--- src/rtl/cnt_bcd_down_fsm_pkg.sv ---
// Shared definitions for the BCD down-counter: state encoding, digit geometry
// and the preset sanitising helper.
package cnt_bcd_down_fsm_pkg;

  localparam int DIGIT_W = 4;
  localparam logic [DIGIT_W-1:0] BCD_MAX_DIGIT = 4'd9;

  typedef enum logic [1:0] {
    ST_IDLE  = 2'd0,
    ST_COUNT = 2'd1,
    ST_DONE  = 2'd2
  } state_e;

  function automatic logic [DIGIT_W-1:0] sanitise_digit(input logic [DIGIT_W-1:0] d);
    logic [DIGIT_W-1:0] r;
    if (d > BCD_MAX_DIGIT) begin
      r = BCD_MAX_DIGIT;
    end else begin
      r = d;
    end
    return r;
  endfunction

endpackage

--- src/rtl/cnt_bcd_down_fsm_bcd_digit_dec.sv ---
// One-digit BCD decrementer with borrow chain; purely combinational.
module bcd_digit_dec
  import cnt_bcd_down_fsm_pkg::*;
(
  input  logic [DIGIT_W-1:0] digit_i,
  input  logic               borrow_i,
  output logic [DIGIT_W-1:0] digit_o,
  output logic               borrow_o
);

  // A borrow into a zero digit wraps it to nine and passes the borrow on.
  always_comb begin
    digit_o  = digit_i;
    borrow_o = 1'b0;
    if (!borrow_i) begin
      digit_o  = digit_i;
      borrow_o = 1'b0;
    end else if (digit_i == 4'd0) begin
      digit_o  = BCD_MAX_DIGIT;
      borrow_o = 1'b1;
    end else begin
      digit_o  = digit_i - 4'd1;
      borrow_o = 1'b0;
    end
  end

endmodule

--- src/rtl/cnt_bcd_down_fsm.sv ---
// Loadable NDIG-digit BCD down-counter, Moore FSM with a one-cycle done pulse
// when the count reaches zero.
module cnt_bcd_down_fsm
  import cnt_bcd_down_fsm_pkg::*;
#(
  parameter int NDIG = 2
) (
  input  logic                    clock,
  input  logic                    reset,
  input  logic                    load,
  input  logic                    en,
  input  logic [DIGIT_W*NDIG-1:0] din,
  output logic [DIGIT_W*NDIG-1:0] Q,
  output logic                    busy,
  output logic                    done
);

  localparam int W = DIGIT_W * NDIG;
  localparam logic [W-1:0] ZERO_VAL = {W{1'b0}};
  localparam logic [W-1:0] ONE_VAL  = {{(W-1){1'b0}}, 1'b1};

  state_e         state_q, state_d;
  logic [W-1:0]   cnt_q, cnt_d;
  logic           busy_q, busy_d;
  logic           done_q, done_d;
  logic [W-1:0]   load_val_s;
  logic [W-1:0]   dec_val_s;
  logic [NDIG:0]  borrow_s;

  assign borrow_s[0] = 1'b1;

  for (genvar g = 0; g < NDIG; g++) begin : g_digit
    assign load_val_s[g*DIGIT_W +: DIGIT_W] = sanitise_digit(din[g*DIGIT_W +: DIGIT_W]);

    bcd_digit_dec u_dec (
      .digit_i  (cnt_q[g*DIGIT_W +: DIGIT_W]),
      .borrow_i (borrow_s[g]),
      .digit_o  (dec_val_s[g*DIGIT_W +: DIGIT_W]),
      .borrow_o (borrow_s[g+1])
    );
  end

  // Next-state and next-count; load always wins over en.
  always_comb begin
    state_d = state_q;
    cnt_d   = cnt_q;
    case (state_q)
      ST_IDLE, ST_DONE: begin
        if (load) begin
          cnt_d   = load_val_s;
          state_d = (load_val_s == ZERO_VAL) ? ST_DONE : ST_COUNT;
        end else if (state_q == ST_DONE) begin
          state_d = ST_IDLE;
        end else begin
          state_d = state_q;
        end
      end
      ST_COUNT: begin
        if (load) begin
          cnt_d   = load_val_s;
          state_d = (load_val_s == ZERO_VAL) ? ST_DONE : ST_COUNT;
        end else if (en) begin
          // A borrow out of the top digit means the count is already zero:
          // finish rather than wrap to all nines.
          if (borrow_s[NDIG]) begin
            state_d = ST_DONE;
          end else begin
            cnt_d   = dec_val_s;
            state_d = (cnt_q == ONE_VAL) ? ST_DONE : ST_COUNT;
          end
        end else begin
          state_d = state_q;
          cnt_d   = cnt_q;
        end
      end
      default: begin
        state_d = ST_IDLE;
        cnt_d   = ZERO_VAL;
      end
    endcase
    busy_d = (state_d == ST_COUNT);
    done_d = (state_d == ST_DONE);
  end

  // State, count and decoded outputs are all registered.
  always_ff @(posedge clock or posedge reset) begin
    if (reset) begin
      state_q <= ST_IDLE;
      cnt_q   <= ZERO_VAL;
      busy_q  <= 1'b0;
      done_q  <= 1'b0;
    end else begin
      state_q <= state_d;
      cnt_q   <= cnt_d;
      busy_q  <= busy_d;
      done_q  <= done_d;
    end
  end

  assign Q    = cnt_q;
  assign busy = busy_q;
  assign done = done_q;

endmodule

--- config.mk ---
export PLATFORM = sky130hd
export DESIGN_NAME = cnt_bcd_down_fsm
export DESIGN_NICKNAME = d
export VERILOG_FILES = /design/src/rtl/cnt_bcd_down_fsm_pkg.sv /design/src/rtl/cnt_bcd_down_fsm_bcd_digit_dec.sv /design/src/rtl/cnt_bcd_down_fsm.sv
export SDC_FILE = /design/constraint.sdc
export NUM_CORES = 1
export LEC_CHECK = 0
export BUFFER_PORTS_ARGS = -buffer_cell sky130_fd_sc_hd__buf_2
export CORE_MARGIN = 4
export CORE_UTILIZATION = 40
export DETAILED_ROUTE_END_ITERATION = 6
export PLACE_DENSITY_LB_ADDON = 0.25
export SLEW_MARGIN = 40
export SYNTH_ARGS = -nofsm -noshare
export SYNTH_HDL_FRONTEND = slang
export SYNTH_SLANG_ARGS = --single-unit
--- constraint.sdc ---
create_clock -name clock -period 3.3 [get_ports clock]
set_clock_uncertainty 0.2 [all_clocks]
set_input_delay 0.66 -clock clock [delete_from_list [all_inputs] [get_ports clock]]
set_output_delay 0.66 -clock clock [all_outputs]
set_load 0.005 [all_outputs]
==> summary.md <==
| Metric | Value |
|---|---|
| Status | `completed` |
| Root buffer selected by CTS | `clkbuf_4` |
| Final nets | `136` |
| Cell Chain, Critical Path | `nand2_2, o41ai_4, o21ai_2, a22o_1` |
| CP top delay family | `compound AO/OA/AOI/OAI gates` |
| CP Data Arrival Time | `1930 ps` |
| Slowest cell on crit path | `dfrtp_1` |
| Maximum vdd drop | `0.000287 V` |
| Synthesized area | `851 um^2` |
| Main flop type after synthesis | `dfrtp_1` |
| RSZ-0062 raised after global routing | `false` |
| Synth Instances | `101` |
| Postcts setup bufs | `0` |
| Synth warn | `0` |
| Max transition margin | `65.6%` |
| Sw Share | `38.0%` |
| Bufs on Longest Clock Path | `2` |
| CP Launch Type | `flop` |
| Synth Register Bits | `12` |
| Reg-to-Reg End | `Q[4]$_DFFE_PP0P_` |
| Post-Synth XOR/XNOR Area | `1.03%` |
| Vias/cell | `5.85` |
| CP peak stage delay | `670 ps` |
| Post-Synth Simple-Gate Area | `27.1%` |
| Hpwl dp | `1620 um` |
| First-pass GRT wire length | `3710 um` |
| R2r setup slk | `1330 ps` |
| Initial antenna violation count | `0` |
| Pre-CTS setup slack | `1330 ps` |
| Worst Path Class, Setup | `flop to flop` |
| Post-synth EDFFs | `0` |
| Die Height | `54.1 um` |
| Final wirelength | `2180 um` |
| Core ar. | `1980 um^2` |
| Power density over cell area | `501 nW/um^2` |
| Placement Cell Area | `977 um^2` |
| Psw | `0.193 mW` |
| Vias in the first global route | `816` |
| Gr usage total | `17.5%` |
| Average size of a mapped cell | `8.42 um^2` |
| Die area | `2930 um^2` |
| CP Capture Type | `flop` |
| Yosys cell types | `37` |
| I/O pin cnt | `22` |
| Register area share after synthesis | `35.3%` |
| Buf/Inv on CP | `0` |
| Achievable Freq | `0.508 GHz` |
| Setup WS post-layout | `1330 ps` |
| Starting DRT DRC Count | `17` |
| Fin crit share | `59.7%` |
| CTS tree | `yes` |
| Crit path max fanout | `16` |
| Most frequent cells in the layout | `buf_2, dfrtp_1, nor2_1` |
| Die Wd | `54.1 um` |
| Global route overflow | `0` |
| Drt wl/cell | `14.5 um` |
| Site Rows | `16` |
| Reg2reg start | `state_q[0]$_DFF_PP0_` |
| Synth Area in Compound Gates | `32.9%` |
| Final Instance Area | `1010 um^2` |
| Final Hold Fails | `0` |
| Number of nets with antenna violations after routing | `0` |
| LEAKAGE | `0.430 nW` |
| Syn nets | `113` |
| Buffers added on ports | `21` |
| Reg power frac | `43.8%` |
| Power share of the clock group | `24.6%` |
| Post-Route Utilization | `51.1%` |
| Worst-path clk slew | `100 ps` |
| GP Congestion | `0.805` |
| Multiplexer area fraction after synthesis | `0%` |
| DRC viols | `0` |
| DR vias | `877` |
| Final Power | `0.508 mW` |
| Drt first pass iters | `5` |
| Worst R2R Path Depth | `4` |
| Internal | `0.315 mW` |
| Minimum clock period | `1970 ps` |
| Final setup fails | `0` |
| Most common cell after layout, fill and taps aside | `buf_2` |
| Synthesized-area fraction occupied by adder cells | `0%` |
| Max Slew Vio Count | `0` |
| TritonCTS Buffers | `3` |
| Worst-Skew Late Latency | `280 ps` |
| Comb pwr share | `31.6%` |
| Pin count of the biggest net entering global routing | `17` |
| Setup Total Neg Slack | `0 ps` |
| Initial Util | `42.9%` |
| Hold_buf cts | `0` |
| Share of cells above drive strength 1 | `25.2%` |
| Sink Count | `12` |
| Area growth syn-to-layout | `19.1%` |
| Post-CTS sizing | `0` |
| Ys async rst share | `100%` |
| # Max-Cap Violations | `0` |
| Diode count | `0` |
| Hold Path Class | `input pin to asynchronous set/reset pin` |
| Largest family of logic cells by synthesized area | `compound AO/OA/AOI/OAI gates` |
| CTS H-Tree Depth | `1` |
| Slew at the pin closest to its max-slew limit | `516 ps` |
| Crit path required time | `3270 ps` |
final cells by class:
cell class                 instances  area (um^2)
multi-input combinational         81          519
tap                               27         33.8
timing repair buffer              21          105
inverter                           5         18.8
sequential                        12          300
clock buffer                       4         36.3
fill                             185          968
Yosys cell counts, drive strengths merged (2+ instances only):
cell / instances / area share [%]
dfrtp: 12 / 35
a31oi: 4 / 2.9
inv: 5 / 2.2
nor4: 4 / 4.7
nand3: 2 / 1.2
o21ai: 5 / 3.4
a211oi: 2 / 1.8
o22ai: 2 / 1.5
nand2b: 5 / 3.7
nor3: 5 / 2.9
nor2: 11 / 4.9
o32ai: 2 / 2.1
a21boi: 2 / 1.8
a21oi: 10 / 6.3
nor2b: 3 / 2.2
or2: 3 / 2.2
o211a: 2 / 2.4
clkbuf: 2 / 0.88
o31ai: 2 / 1.8
nand2: 7 / 3.4
power by group through the flow:
stage / clock network, mW / registers [mW] / logic [mW]
4_1_cts: 0.125 / 0.222 / 0.161
5_1_grt: 0.132 / 0.228 / 0.180
3_3_place_gp: 0 / 0.224 / 0.158
6_report: 0.125 / 0.223 / 0.161
3_5_place_dp: 0 / 0.224 / 0.161
2_1_floorplan: 0 / 0.216 / 0.109
how the worst max path moves through the flow:
stage	startpoint	to	slack, ps	cells past startpoint
4_1_cts	state_q[0]$_DFF_PP0_	Q[4]$_DFFE_PP0P_	1340	4
3_5_place_dp	en	Q[4]$_DFFE_PP0P_	1330	5
5_1_grt	state_q[0]$_DFF_PP0_	Q[4]$_DFFE_PP0P_	1190	4
2_1_floorplan	en	Q[4]$_DFFE_PP0P_	1570	4
6_report	state_q[0]$_DFF_PP0_	Q[4]$_DFFE_PP0P_	1330	4
3_3_place_gp	en	Q[4]$_DFFE_PP0P_	1390	5
sequential cells by signal, summed over array words and instances (netlist names):
signal and flops:
Q 8, done 1, busy 1, state_q 2
worst reg2reg max path, cell delays in order (launching register included):
cell and delay [ps]:
dfrtp_1 670, nand2_2 220, o41ai_4 490, o21ai_2 100, a22o_1 190
logic make-up after synthesis:
logic type             count (synthesis)
XOR/XNOR                               1
AO/OA/AOI/OAI                         38
flip-flops                            12
AND/OR/NAND/NOR                       42
buffers and inverters                  8
metrics by stage:
step                hold slack (ps)  cells
finish                          172    150
global route                    222    150
CTS                             199    150
detailed placement              364    146
global placement                354    146
floorplan                       325    101
metal layers:
layer,wire [um],track usage [%],up-vias
li1,-,-,427
met1,981,22.4,410
met2,1020,26.7,34
met3,141,4.16,6
met4,37,9.54,0
met5,0,0,-
No activity file was read; power rests on OpenSTA's default activity.
